==> config.mk <==
export PLATFORM = sky130hd
export DESIGN_NAME = bitbang_cfg_rx
export DESIGN_NICKNAME = d
export VERILOG_FILES = /design/src/rtl/bitbang_cfg_rx.sv
export SDC_FILE = /design/constraint.sdc
export NUM_CORES = 1
export LEC_CHECK = 0
export ABC_AREA = 1
export BUFFER_PORTS_ARGS = -buffer_cell sky130_fd_sc_hd__buf_2
export CAP_MARGIN = 5
export CORE_ASPECT_RATIO = 0.5
export CORE_UTILIZATION = 53
export DETAILED_ROUTE_END_ITERATION = 16
export PLACE_DENSITY = 0.75
export SLEW_MARGIN = 20
export SYNTH_ARGS = -nofsm -noshare
export SYNTH_HDL_FRONTEND = slang
export SYNTH_SLANG_ARGS = --single-unit
==> constraint.sdc <==
create_clock -name CLK -period 1.3 [get_ports CLK]
set_input_delay 0.065 -clock CLK [delete_from_list [all_inputs] [get_ports CLK]]
set_output_delay 0.065 -clock CLK [all_outputs]
set_load 0.005 [all_outputs]
==> src/rtl/bitbang_cfg_rx.sv <==
// bitbang_cfg_rx: receiver for the two-wire bit-bang configuration port.
// Each s_clk rising edge shifts one data bit and each falling edge shifts
// one control bit, both MSB-first. When the last 16 control bits equal
// CTRL_WORD, the 32-bit data word is presented with a one-cycle WriteStrobe.
// s_clk/s_data are asynchronous and are oversampled on CLK.
// Optional feature: define BITBANG_RX_WORDCOUNT_EN to add the WordCount
// output, a 16-bit wrapping count of accepted words.
module bitbang_cfg_rx #(
    parameter int          SYNC_STAGES = 2,        // synchronizer depth, >= 2
    parameter logic [15:0] CTRL_WORD   = 16'hFAB1, // must be non-zero
    parameter int          TIMEOUT     = 1024,
    parameter int          ACTIVE_HOLD = 4096
) (
    input  logic        CLK,
    input  logic        RST,
    input  logic        s_clk,
    input  logic        s_data,
    output logic [31:0] WriteData,
    output logic        WriteStrobe,
    output logic        ComActive,
    output logic        FrameErr
`ifdef BITBANG_RX_WORDCOUNT_EN
    ,
    output logic [15:0] WordCount
`endif
);

    localparam int TO_W   = $clog2(TIMEOUT + 1);
    localparam int HOLD_W = $clog2(ACTIVE_HOLD + 1);

    typedef enum logic {
        WAIT_RISE = 1'b0,
        WAIT_FALL = 1'b1
    } state_t;

    state_t state, state_next;

    // Synchronizer chains; both pins use the same depth so data stays
    // aligned with the synced clock.
    logic [SYNC_STAGES-1:0] sclk_sync;
    logic [SYNC_STAGES-1:0] sdata_sync;
    logic                   sclk_prev;
    logic                   sync_clk;
    logic                   sync_data;
    logic                   rise;
    logic                   fall;
    logic                   rise_acc;
    logic                   fall_acc;

    // Shift state. Only the low 16 control bits take part in matching,
    // so the control register is kept at that width.
    logic [31:0]            data_sr;
    logic [15:0]            ctrl_sr;
    logic [4:0]             bitcnt;
    logic [TO_W-1:0]        to_cnt;
    logic [HOLD_W-1:0]      hold_cnt;
    logic                   timeout_hit;
    logic                   match;

    // Saturating increment for the idle counter: it parks at TIMEOUT.
    function automatic logic [TO_W-1:0] to_sat_inc(input logic [TO_W-1:0] v);
        return (v == TO_W'(TIMEOUT)) ? v : v + TO_W'(1);
    endfunction

    // Saturating decrement for the activity hold counter: it parks at 0.
    function automatic logic [HOLD_W-1:0] hold_sat_dec(input logic [HOLD_W-1:0] v);
        return (v == '0) ? v : v - HOLD_W'(1);
    endfunction

    assign sync_clk  = sclk_sync[SYNC_STAGES-1];
    assign sync_data = sdata_sync[SYNC_STAGES-1];
    assign rise      = sync_clk & ~sclk_prev;
    assign fall      = ~sync_clk & sclk_prev;
    assign rise_acc  = (state == WAIT_RISE) & rise;
    assign fall_acc  = (state == WAIT_FALL) & fall;

    // An edge in the same cycle always wins over the timeout, so the first
    // rise after a long idle period is never discarded.
    assign timeout_hit = ~(rise | fall) & (to_cnt == TO_W'(TIMEOUT));

    // Evaluated on the registered control word, one cycle after the fall
    // that completed it; clearing ctrl_sr on a hit keeps this single-shot.
    assign match = (ctrl_sr == CTRL_WORD);

    // ---- stage: pin synchronization and edge history ----
    // Shift both pins through their synchronizers and remember last s_clk.
    always_ff @(posedge CLK) begin
        if (RST) begin
            sclk_sync  <= '0;
            sdata_sync <= '0;
            sclk_prev  <= 1'b0;
        end else begin
            sclk_sync  <= {sclk_sync[SYNC_STAGES-2:0], s_clk};
            sdata_sync <= {sdata_sync[SYNC_STAGES-2:0], s_data};
            sclk_prev  <= sync_clk;
        end
    end

    // ---- stage: slot FSM and shift registers ----
    // FSM state register.
    always_ff @(posedge CLK) begin
        if (RST) begin
            state <= WAIT_RISE;
        end else begin
            state <= state_next;
        end
    end

    // Next-state: alternate rise/fall; a fall while waiting for a rise
    // (s_clk high at reset release) is ignored.
    always_comb begin
        state_next = state;
        if (timeout_hit) begin
            state_next = WAIT_RISE;
        end else begin
            case (state)
                WAIT_RISE: if (rise) state_next = WAIT_FALL;
                WAIT_FALL: if (fall) state_next = WAIT_RISE;
                default:   state_next = WAIT_RISE;
            endcase
        end
    end

    // Shift data on rises and control on falls; timeout discards a partial word.
    always_ff @(posedge CLK) begin
        if (RST || timeout_hit) begin
            data_sr <= '0;
            ctrl_sr <= '0;
            bitcnt  <= '0;
        end else begin
            if (rise_acc) begin
                data_sr <= {data_sr[30:0], sync_data};
            end
            if (fall_acc) begin
                ctrl_sr <= {ctrl_sr[14:0], sync_data};
            end else if (match) begin
                ctrl_sr <= '0;
            end
            // A rise right after an accepted word is the first bit of the next.
            if (match) begin
                bitcnt <= rise_acc ? 5'd1 : 5'd0;
            end else if (rise_acc) begin
                bitcnt <= bitcnt + 5'd1;
            end
        end
    end

    // Idle counter: cleared by any s_clk edge, otherwise counts up to TIMEOUT.
    always_ff @(posedge CLK) begin
        if (RST || rise || fall) begin
            to_cnt <= '0;
        end else begin
            to_cnt <= to_sat_inc(to_cnt);
        end
    end

    // ---- stage: word output, activity and error flags ----
    // Present the accepted word with a single-cycle strobe.
    always_ff @(posedge CLK) begin
        if (RST) begin
            WriteData   <= '0;
            WriteStrobe <= 1'b0;
        end else begin
            WriteStrobe <= match;
            if (match) begin
                WriteData <= data_sr;
            end
        end
    end

    // Stretch ComActive for ACTIVE_HOLD cycles after each accepted word;
    // it drops one cycle after the counter has reached zero.
    always_ff @(posedge CLK) begin
        if (RST) begin
            hold_cnt  <= '0;
            ComActive <= 1'b0;
        end else if (match) begin
            hold_cnt  <= HOLD_W'(ACTIVE_HOLD);
            ComActive <= 1'b1;
        end else begin
            hold_cnt  <= hold_sat_dec(hold_cnt);
            ComActive <= (hold_cnt != '0);
        end
    end

    // Sticky framing error: the link went idle part-way through a word.
    always_ff @(posedge CLK) begin
        if (RST) begin
            FrameErr <= 1'b0;
        end else if (timeout_hit && (bitcnt != 5'd0)) begin
            FrameErr <= 1'b1;
        end
    end

`ifdef BITBANG_RX_WORDCOUNT_EN
    // Count accepted words; the new count is visible alongside WriteStrobe.
    always_ff @(posedge CLK) begin
        if (RST) begin
            WordCount <= '0;
        end else if (match) begin
            WordCount <= WordCount + 16'd1;
        end
    end
`else
    // No accepted-word counter in this build.
`endif

endmodule

==> results of run 1 <==
==> cells in the final DEF, fill, tap and decap left out, types with 12 or more instances in the layout <==
| cell | count |
|---|---|
| a21oi_1 | 45 |
| a21oi_2 | 12 |
| buf_2 | 38 |
| buf_4 | 46 |
| clkbuf_16 | 19 |
| dfxtp_1 | 114 |
| inv_1 | 33 |
| nand2_1 | 212 |
| nand3_1 | 37 |
| nand3_2 | 21 |
| nor2_1 | 60 |
==> worst max-delay path by stage <==
| stage | startpoint | end | cells after the start | slack (ns) |
|---|---|---|---|---|
| after detailed placement | to_cnt[1] | data_sr[11] | 8 | -0.11 |
| after floorplan | sclk_sync[1] | ctrl_sr[10] | 7 | 0.02 |
| after global routing | sclk_prev | bitcnt[4] | 9 | -0.17 |
| after global placement | to_cnt[0] | data_sr[8] | 8 | -0.05 |
| final | sclk_prev | bitcnt[4] | 9 | -0.09 |
| after CTS | sclk_prev | bitcnt[4] | 9 | -0.04 |
==> synthesized netlist by cell type <==
library cell / instances
nand4_1: 3
nand3_1: 39
o21bai_1: 1
a21oi_1: 58
buf_6: 6
o21ai_0: 5
nor3_2: 2
nor2_1: 65
inv_1: 39
buf_2: 10
buf_1: 1
nand2_4: 1
nor2_2: 1
and2_1: 1
ha_1: 8
xnor2_1: 2
nand3_2: 20
nand2_1: 217
nand3b_1: 4
buf_4: 6
nor2_8: 1
clkinv_1: 2
nor2_4: 1
nor3_1: 7
xor2_1: 8
inv_2: 3
a31oi_1: 1
dfxtp_1: 118
clkbuf_1: 4
==> routing by layer <==
layer	vias to the layer above	share of wire [%]	global-route usage, %
li1	2201	-	-
met1	2043	45	29.1
met2	137	47	39.4
met3	36	5.3	7.16
met4	0	2.7	10.1
met5	-	0	0
==> sequential cells by signal (all words and copies together), names as in the netlist <==
name,count
ComActive,1
FrameErr,1
WriteData,32
WriteStrobe,1
bitcnt,5
ctrl_sr,16
data_sr,32
hold_cnt,13
sclk_prev,1
sclk_sync,2
sdata_sync,2
state,1
to_cnt,11
==> per-stage QoR <==
step / setup WS, ns / power (mW)
finish: -0.0888 / 10.3
global route: -0.171 / 10.7
CTS: -0.0385 / 10.0
detailed placement: -0.112 / 5.49
global placement: -0.0521 / 5.45
floorplan: 0.0180 / 4.99
==> where the power goes <==
group	internal (mW)	switching, mW	total, mW	leakage (nW)
logic	0.780	1.07	1.85	1.58
registers	3.77	0.122	3.89	0.956
clock network	2.67	1.86	4.54	0.277
total	7.22	3.05	10.3	2.82
==> cells by family after synthesis <==
family,after synthesis,synth area share (%)
flip-flops,118,48.8
XOR/XNOR,10,1.81
AO/OA/AOI/OAI,65,6.80
adder cells (fa/ha/maj),8,2.07
buffers and inverters,71,7.16
AND/OR/NAND/NOR,362,33.3
==> worst reg2reg max path, stage by stage (launching register included) <==
cell and delay (ns):
dfxtp_1 0.32, inv_1 0.06, ha_2 0.19, inv_2 0.05, nor2_4 0.12, buf_8 0.16
nand4_1 0.13, nand2_1 0.08, nand2_1 0.06, nor3_2 0.15
==> area by class of cell <==
class	instances	share of cell area [%]
Clock buffer	17	6.60
Clock inverter	15	2.25
Inverter	44	2.58
Multi-Input combinational cell	446	36.3
Sequential cell	118	36.8
Tap cell	117	2.27
Timing Repair Buffer	103	13.2
==> timing repair <==
item,4_1_cts,5_1_grt
cloned,0,3
hold buffers,5,0
setup buffers,3,1
resized for setup,21,43
hold endpoints to repair,3,0
endpoints found under the setup margin,95,110
pin swaps,3,10
==> out/qor.yml, run 1 <==
placement:
  dp.cells: 816
  gp_congestion: 0.837
  port_buffers: 38
  dpl_cell_area_um2: 5510
  place_hpwl_um: 6760
sta:
  slew-limit-headroom_pct: 80.1
  finalClockSkew_ns: 0.0116
  setup_viol: 49
  drv_slew: 0
  fin_crit_ns: 1.39
  fin_setup_tns_ns: -1.63
  fmax_mhz: 720
  tightestPinTransition_ns: 0.297
  timing.final.crit_share_pct: 107
  setup_slack_ns: -0.0888
  whs_ns: 0.414
  rsz0062_at_grt: "true"
  hold_violations: 0
grt:
  grt_pass1_wl_um: 17700
  grt_usage_pct: 23.9
  grt_pass1_vias: 3961
  grt_max_degree: 26
  grt_overflow_total: 0
  antenna_found_initial: 0
cells_and_area:
  n_fill_cell: 618
  finalNonFillerCells: 860
  regArea_um2: 2370
  final_cell_area_um2: 6440
  diodes: 0
  layout-drive-gt1-share_pct: 27.7
  layout.nets: 742
  area_growth_pct: 33.1
  final_core_util_pct: 73.5
  multi_input_area_um2: 2340
yosys:
  synth_nets: 646
  syn_area_per_cell_um2: 7.63
  yosysUniqueCellTypes: 29
  synth.largest_area_cell: "dfxtp_1"
  synth_area_leaders: "dfxtp_1 (49%), nand2_1 (17%), a21oi_1 (6.0%), nor2_1 (5.0%), nand3_2 (4.1%)"
  synth_warnings: 0
  seq_area_frac_synth_pct: 48.8
  synth_area_um2: 4840
  syn_inst: 634
  ys_seq_elements: 118
  yosys.area.top_type_share_pct: 48.8
worst_setup_path:
  r2r_cells: 9
  required_ns: 1.65
  crit_chain: "inv_1, ha_2, inv_2, nor2_4, buf_8, nand4_1, nand2_1, nand2_1, nor3_2"
  crit_slowest_cell: "dfxtp_1"
  timing.rr.end: "bitcnt[4]"
  end_kind: "flop"
  cp_max_fo: 9
  r2r_slack_ns: -0.09
  cp.arrival_ns: 1.74
  crit_type: "flop to flop"
  critPathBufInv: 3
  crit_family: "simple AND/OR/NAND/NOR gates"
  max_stage_delay_ns: 0.32
  r2r-start: "sclk_prev"
  start_kind: "flop"
  cp_common_cell: "nand2_1"
detailed_routing:
  ant_nets: 0
  wl_per_cell_um: 13.7
  vias_per_cell: 5.14
  num_vias: 4417
  wl_um: 11700
  drt_first_pass_iters: 7
  dr.first_iter.drc_count: 275
  drc_errors: 0
floorplan:
  core_area_um2: 8770
  die_height_um: 69.6
  ios: 39
  start_util_pct: 55.2
  die-area_um2: 9540
  core.rowCount: 24
  fp.dieW_um: 137
worst_hold_path:
  hold_path.startpoint: "sdata_sync[0]"
  hold_depth: 2
  min_to: "sdata_sync[1]"
  hold_path.class: "flop to flop"
job:
  max_cap_viol_count: 0
clock_tree:
  cts_num_sinks: 118
  clockBufferDepth: 2
  clk-insertion-delay-late_ns: 0.42
  tritoncts: "done"
  ctsHtreeMaxLevel: 4
  cts-root-buf: "clkbuf_16"
  clkTransAtPathRegs_ns: 0.06
  cts_buffers: 17
power:
  irDropWorstVdd_uv: 1310
  leakage_nw: 2.82
  pwr_density_cell_nw_per_um2: 1600
status:
  violations: "negative setup slack"
  status: "complete, but fails checks"
(Power assumes the default switching activity.)
==> inputs of run 2 (changes only) <==
- RECOVER_POWER: not set -> 100
- TNS_END_PERCENT: not set -> 50
==> run 2 against run 1 <==
Register-to-register slack worse by 0.03 ns. Critical path type unchanged. Largest power group unchanged. Core utilization up 2.8 points. Routed wire length up 14%. Highest routed layer unchanged. Clock skew about the same. First-iteration DRC count up 40%. Total power up 1.4%. Critical path depth down 2. Cell area up 3.8%. Maximum frequency down 2.0%. Sequential power about the same. The run still ends with negative setup slack left. Clock power up 0.9%. Via count up 4.3%.
==> out/qor.yml, run 2 (same netlist as run 1, synthesis figures left out) <==
status:
  status: "complete, but fails checks"  # unchanged
  violations: "negative setup slack"  # unchanged
placement:
  dpl_cell_area_um2: 5510  # unchanged
  place_hpwl_um: 6760  # unchanged
  dp.cells: 816  # unchanged
  dp_worst_setup_slack_ns: -0.112  # unchanged
  port_buffers: 38  # unchanged
  gp_congestion: 0.837  # unchanged
worst_setup_path:
  crit_slowest_cell: "dfxtp_1"  # unchanged
  cp_common_cell: "nand2_1"  # unchanged
  crit_type: "flop to flop"  # unchanged
  cp_max_fo: 4  # was 9
  r2r_slack_ns: -0.12  # was -0.09 ns
  cp.arrival_ns: 1.78  # was 1.74 ns
  required_ns: 1.66  # was 1.65 ns
  r2r_cells: 7  # was 9
  timing.rr.end: "to_cnt[9]"  # was bitcnt[4]
  crit_chain: "buf_4, nand3_1, nor2_2, nand2_1, o21ai_0, nand2_1, nor2_1"  # was inv_1, ha_2, inv_2, nor2_4, buf_8, nand4_1, nand2_1, nand2_1, nor3_2
  start_kind: "flop"  # unchanged
  r2r-start: "to_cnt[2]"  # was sclk_prev
  end_kind: "flop"  # unchanged
  max_stage_delay_ns: 0.36  # was 0.32 ns
cells_and_area:
  reg_top3: "WriteData (32), data_sr (32), ctrl_sr (16)"  # unchanged
  layout-drive-gt1-share_pct: 31.6  # was 27.7%
  multi_input_area_um2: 2550  # was 2340 um2
  n_fill_cell: 545  # was 618
  area_growth_pct: 38.2  # was 33.1%
  layout.nets: 745  # was 742
  final_core_util_pct: 76.3  # was 73.5%
  most-common-layout-cells: "nand2_1 (195), dfxtp_1 (113), nor2_1 (56)"  # was nand2_1 (212), dfxtp_1 (114), nor2_1 (60)
  finalNonFillerCells: 863  # was 860
  diodes: 0  # unchanged
  regArea_um2: 2370  # about the same
  layout_commonest_cell: "nand2_1"  # unchanged
  final_cell_area_um2: 6690  # was 6440 um2
detailed_routing:
  drt_first_pass_iters: 7  # unchanged
  dr.first_iter.drc_count: 386  # was 275
  ant_nets: 0  # unchanged
  wl_um: 13300  # was 11,700 um
  vias_per_cell: 5.34  # was 5.14
  wl_per_cell_um: 15.4  # was 13.7 um
  drc_errors: 0  # unchanged
  num_vias: 4607  # was 4,417
worst_hold_path:
  hold_path.class: "flop to flop"  # unchanged
  hold_depth: 2  # unchanged
  hold_path.startpoint: "sdata_sync[0]"  # unchanged
  min_to: "sdata_sync[1]"  # unchanged
floorplan:
  core_area_um2: 8770  # unchanged
  core.rowCount: 24  # unchanged
  start_util_pct: 55.2  # unchanged
  die-area_um2: 9540  # unchanged
  die_height_um: 69.6  # unchanged
  ios: 39  # unchanged
  fp.dieW_um: 137  # unchanged
power:
  irDropWorstVdd_uv: 1310  # about the same
  p_total_mw: 10.4  # was 10.3 mW
  p_comb_share_pct: 18.7  # was 18.0%
  p_int_mw: 7.26  # was 7.22 mW
  p_sw_share_pct: 30.4  # was 29.7%
  leakage_nw: 2.98  # was 2.82 nW
  pwr-share-seq_pct: 37.4  # was 37.9%
  pwr-share-clk_pct: 43.9  # was 44.1%
  pwr_density_cell_nw_per_um2: 1560  # was 1600 nW/um2
  p_sw_mw: 3.16  # was 3.05 mW
clock_tree:
  cts-root-buf: "clkbuf_16"  # unchanged
  cts_buffers: 17  # unchanged
  ctsHtreeMaxLevel: 4  # unchanged
  tritoncts: "done"  # unchanged
  clk-insertion-delay-late_ns: 0.43  # was 0.42 ns
  clockBufferDepth: 2  # unchanged
  cts_num_sinks: 118  # unchanged
  clkTransAtPathRegs_ns: 0.06  # about the same
sta:
  tightestPinTransition_ns: 0.280  # was 0.297 ns
  timing.final.crit_share_pct: 109  # was 107%
  setup_slack_ns: -0.117  # was -0.0888 ns
  fin_crit_ns: 1.42  # was 1.39 ns
  drv_slew: 0  # unchanged
  whs_ns: 0.439  # was 0.414 ns
  fin_setup_tns_ns: -4.15  # was -1.63 ns
  hold_violations: 0  # unchanged
  setup_viol: 98  # was 49
  finalClockSkew_ns: 0.0114  # was 0.0116 ns
  fmax_mhz: 706  # was 720 MHz
  slew-limit-headroom_pct: 81.3  # was 80.1%
  rsz0062_at_grt: "true"  # unchanged
grt:
  grt_max_degree: 26  # unchanged
  grt_usage_pct: 23.9  # unchanged
  grt_pass1_wl_um: 17700  # unchanged
  grt_overflow_total: 0  # unchanged
  grt_pass1_vias: 3965  # was 3,961
  antenna_found_initial: 0  # unchanged
job:
  max_cap_viol_count: 0  # unchanged
-- run 2: layout make-up --
cell class              instances  share of cell area (%)
flip-flops and latches        118                    35.4
repair buffers                106                    13.3
clock buffers                  17                    6.36
well taps                     117                    2.19
inverters                      44                    2.51
multi-input cells             446                    38.1
clock inverters                15                    2.17
-- run 2: critical path: cells and delay by family, from the launching register on --
family                 cells  cell delay, ns
AO/OA/AOI/OAI              1            0.20
buffers and inverters      1            0.15
flip-flops                 1            0.36
AND/OR/NAND/NOR            5            0.63
-- run 2: worst max path at each step --
stage	start	endpoint	slack, ns
after floorplan	sclk_sync[1]	ctrl_sr[10]	0.02
after global placement	to_cnt[0]	data_sr[8]	-0.05
after detailed placement	to_cnt[1]	data_sr[11]	-0.11
after CTS	sclk_prev	bitcnt[4]	-0.04
after global routing	to_cnt[5]	to_cnt[9]	-0.22
final	to_cnt[2]	to_cnt[9]	-0.12
-- run 2: routing by layer --
metal	GRT usage (%)	vias up	part of all wire [%]
li1	-	2213	-
met1	29.1	2165	43
met2	39.4	178	48
met3	7.16	51	6.6
met4	10.1	0	3.2
met5	0	-	0
-- run 2: what timing repair did --
| action | in CTS | in global routing |
|---|---|---|
| endpoints found under the setup margin | 95 | 110 |
| hold buffers | 5 | 0 |
| endpoints found under the hold margin | 3 | 0 |
| setup buffers | 3 | 2 |
| gates cloned | 0 | 5 |
| gates resized for setup | 20 | 99 |
| pin swaps | 5 | 32 |
-- run 2: power groups by stage --
| stage | combinational, mW | clock, mW | sequential [mW] |
|---|---|---|---|
| global route | 2.17 | 4.76 | 3.91 |
| CTS | 1.60 | 4.57 | 3.88 |
| floorplan | 1.05 | 0 | 3.94 |
| finish | 1.95 | 4.58 | 3.90 |
| detailed placement | 1.54 | 0 | 3.95 |
| global placement | 1.50 | 0 | 3.95 |
==> inputs of run 3 (changes only) <==
- RECOVER_POWER: 100 -> 25
- REMOVE_ABC_BUFFERS: not set -> 1
==> run 3 against run 2 <==
The run still ends with negative setup slack left. Critical path type unchanged. Largest cell class is now flip-flops and latches. Total power up 0.23%. Via count up 1.0%. Flip-flop and latch count is the same.
==> out/qor.yml, run 3 (same netlist as run 1, synthesis figures left out) <==
placement:
  gp_congestion: 0.842  # was 0.837
  dp_worst_setup_slack_ns: -0.143  # was -0.112 ns
  port_buffers: 38  # unchanged
  place_hpwl_um: 6780  # was 6760 um
  dp.cells: 831  # was 816
  dpl_cell_area_um2: 5600  # was 5510 um2
cells_and_area:
  multi_input_area_um2: 2360  # was 2550 um2
  diodes: 0  # unchanged
  n_fill_cell: 560  # was 545
  layout-drive-gt1-share_pct: 33.0  # was 31.6%
  most-common-layout-cells: "nand2_1 (195), dfxtp_1 (108), buf_4 (65)"  # was nand2_1 (195), dfxtp_1 (113), nor2_1 (56)
  final_cell_area_um2: 6690  # about the same
  area_growth_pct: 38.4  # was 38.2%
  layout.nets: 763  # was 745
  finalNonFillerCells: 881  # was 863
  layout_commonest_cell: "nand2_1"  # unchanged
  regArea_um2: 2370  # about the same
  reg_top3: "WriteData (32), data_sr (32), ctrl_sr (16)"  # unchanged
floorplan:
  die-area_um2: 9540  # unchanged
  die_height_um: 69.6  # unchanged
  ios: 39  # unchanged
  fp.dieW_um: 137  # unchanged
  core.rowCount: 24  # unchanged
  start_util_pct: 55.2  # unchanged
  core_area_um2: 8770  # unchanged
detailed_routing:
  drt_first_pass_iters: 5  # was 7
  wl_um: 13100  # was 13,300 um
  ant_nets: 0  # unchanged
  wl_per_cell_um: 14.9  # was 15.4 um
  num_vias: 4654  # was 4,607
  drc_errors: 0  # unchanged
  dr.first_iter.drc_count: 317  # was 386
  vias_per_cell: 5.28  # was 5.34
sta:
  setup_viol: 83  # was 98
  fin_crit_ns: 1.45  # was 1.42 ns
  slew-limit-headroom_pct: 82.7  # was 81.3%
  whs_ns: 0.0785  # was 0.439 ns
  tightestPinTransition_ns: 0.259  # was 0.280 ns
  setup_slack_ns: -0.154  # was -0.117 ns
  timing.final.crit_share_pct: 112  # was 109%
  drv_slew: 0  # unchanged
  hold_violations: 0  # unchanged
  rsz0062_at_grt: "true"  # unchanged
  fmax_mhz: 688  # was 706 MHz
  finalClockSkew_ns: 0.0177  # was 0.0114 ns
power:
  pwr_density_cell_nw_per_um2: 1560  # about the same
  irDropWorstVdd_uv: 1240  # was 1310 uV
  leakage_nw: 3.04  # was 2.98 nW
grt:
  grt_overflow_total: 0  # unchanged
  grt_max_degree: 37  # was 26
  grt_usage_pct: 25.5  # was 23.9%
  grt_pass1_vias: 4215  # was 3,965
  antenna_found_initial: 0  # unchanged
  grt_pass1_wl_um: 18900  # was 17,700 um
worst_setup_path:
  required_ns: 1.61  # was 1.66 ns
  cp_max_fo: 8  # was 4
  start_kind: "flop"  # unchanged
  cp.arrival_ns: 1.76  # was 1.78 ns
  end_kind: "flop"  # unchanged
  r2r_slack_ns: -0.15  # was -0.12 ns
  crit_type: "flop to flop"  # unchanged
clock_tree:
  tritoncts: "done"  # unchanged
  clkTransAtPathRegs_ns: 0.06  # about the same
  cts-root-buf: "clkbuf_16"  # unchanged
  cts_num_sinks: 118  # unchanged
  clockBufferDepth: 2  # unchanged
  ctsHtreeMaxLevel: 4  # unchanged
  clk-insertion-delay-late_ns: 0.43  # about the same
  cts_buffers: 17  # unchanged
status:
  status: "complete, but fails checks"  # unchanged
  violations: "negative setup slack"  # unchanged
worst_hold_path:
  hold_path.class: "primary input to flop"  # was flop to flop
job:
  max_cap_viol_count: 0  # unchanged
run 3: where the power goes:
part | internal (mW) | switching [mW]
registers | 3.77 | 0.0964
clock network | 2.67 | 1.87
logic | 0.888 | 1.16
total | 7.33 | 3.12
run 3: routing by layer:
metal / vias up / global-route usage (%) / wire length [um] / part of all wire (%)
met5: - / 0 / 0 / 0
met4: 0 / 11.6 / 329 / 2.5
met3: 32 / 6.80 / 791 / 6.0
met2: 164 / 41.5 / 6400 / 49
met1: 2204 / 31.7 / 5590 / 43
li1: 2254 / - / - / -
run 3: path summary, 6_finish.rpt:
path | startpoint | endpoint | cells past startpoint
worst max register to register | sclk_sync[1] | ctrl_sr[5] | 7
worst min-delay path | RST | ComActive | 3
worst max-delay path | sclk_sync[1] | ctrl_sr[5] | 7
worst min register to register | sclk_sync[0] | sclk_sync[1] | 2
run 3: timing repair:
action / in CTS / in global routing
pin swaps: 3 / 18
setup buffers: 3 / 5
hold endpoints to repair: 6 / 0
setup endpoints to repair: 74 / 107
resized for setup: 19 / 69
cloned: 1 / 5
hold buffers: 4 / 0
run 3: worst max-delay path: stages, from the launching register on:
cell and delay [ns]:
dfxtp_2 0.36, inv_2 0.06, ha_4 0.16, buf_4 0.13, nand2_1 0.09, buf_4 0.17, nand3_1 0.11, a21oi_1 0.26
run 3: layout make-up:
| cell class | count | share of cell area, % |
|---|---|---|
| sequential | 118 | 35.5 |
| tap | 117 | 2.19 |
| inverter | 44 | 2.49 |
| clock inverter | 15 | 2.15 |
| multi-input combinational | 445 | 35.3 |
| clock buffer | 17 | 6.36 |
| timing repair buffer | 125 | 16.0 |
run 3: stage by stage:
step / total power [mW] / utilization (%) / TNS (ns)
after global routing: 10.9 / 76.3 / -10.62
after floorplan: 4.95 / - / -94.00
after CTS: 10.2 / 72.2 / -2.80
after global placement: 5.58 / 63.9 / -3.60
final: 10.5 / 76.3 / -3.44
after detailed placement: 5.61 / 63.9 / -5.90
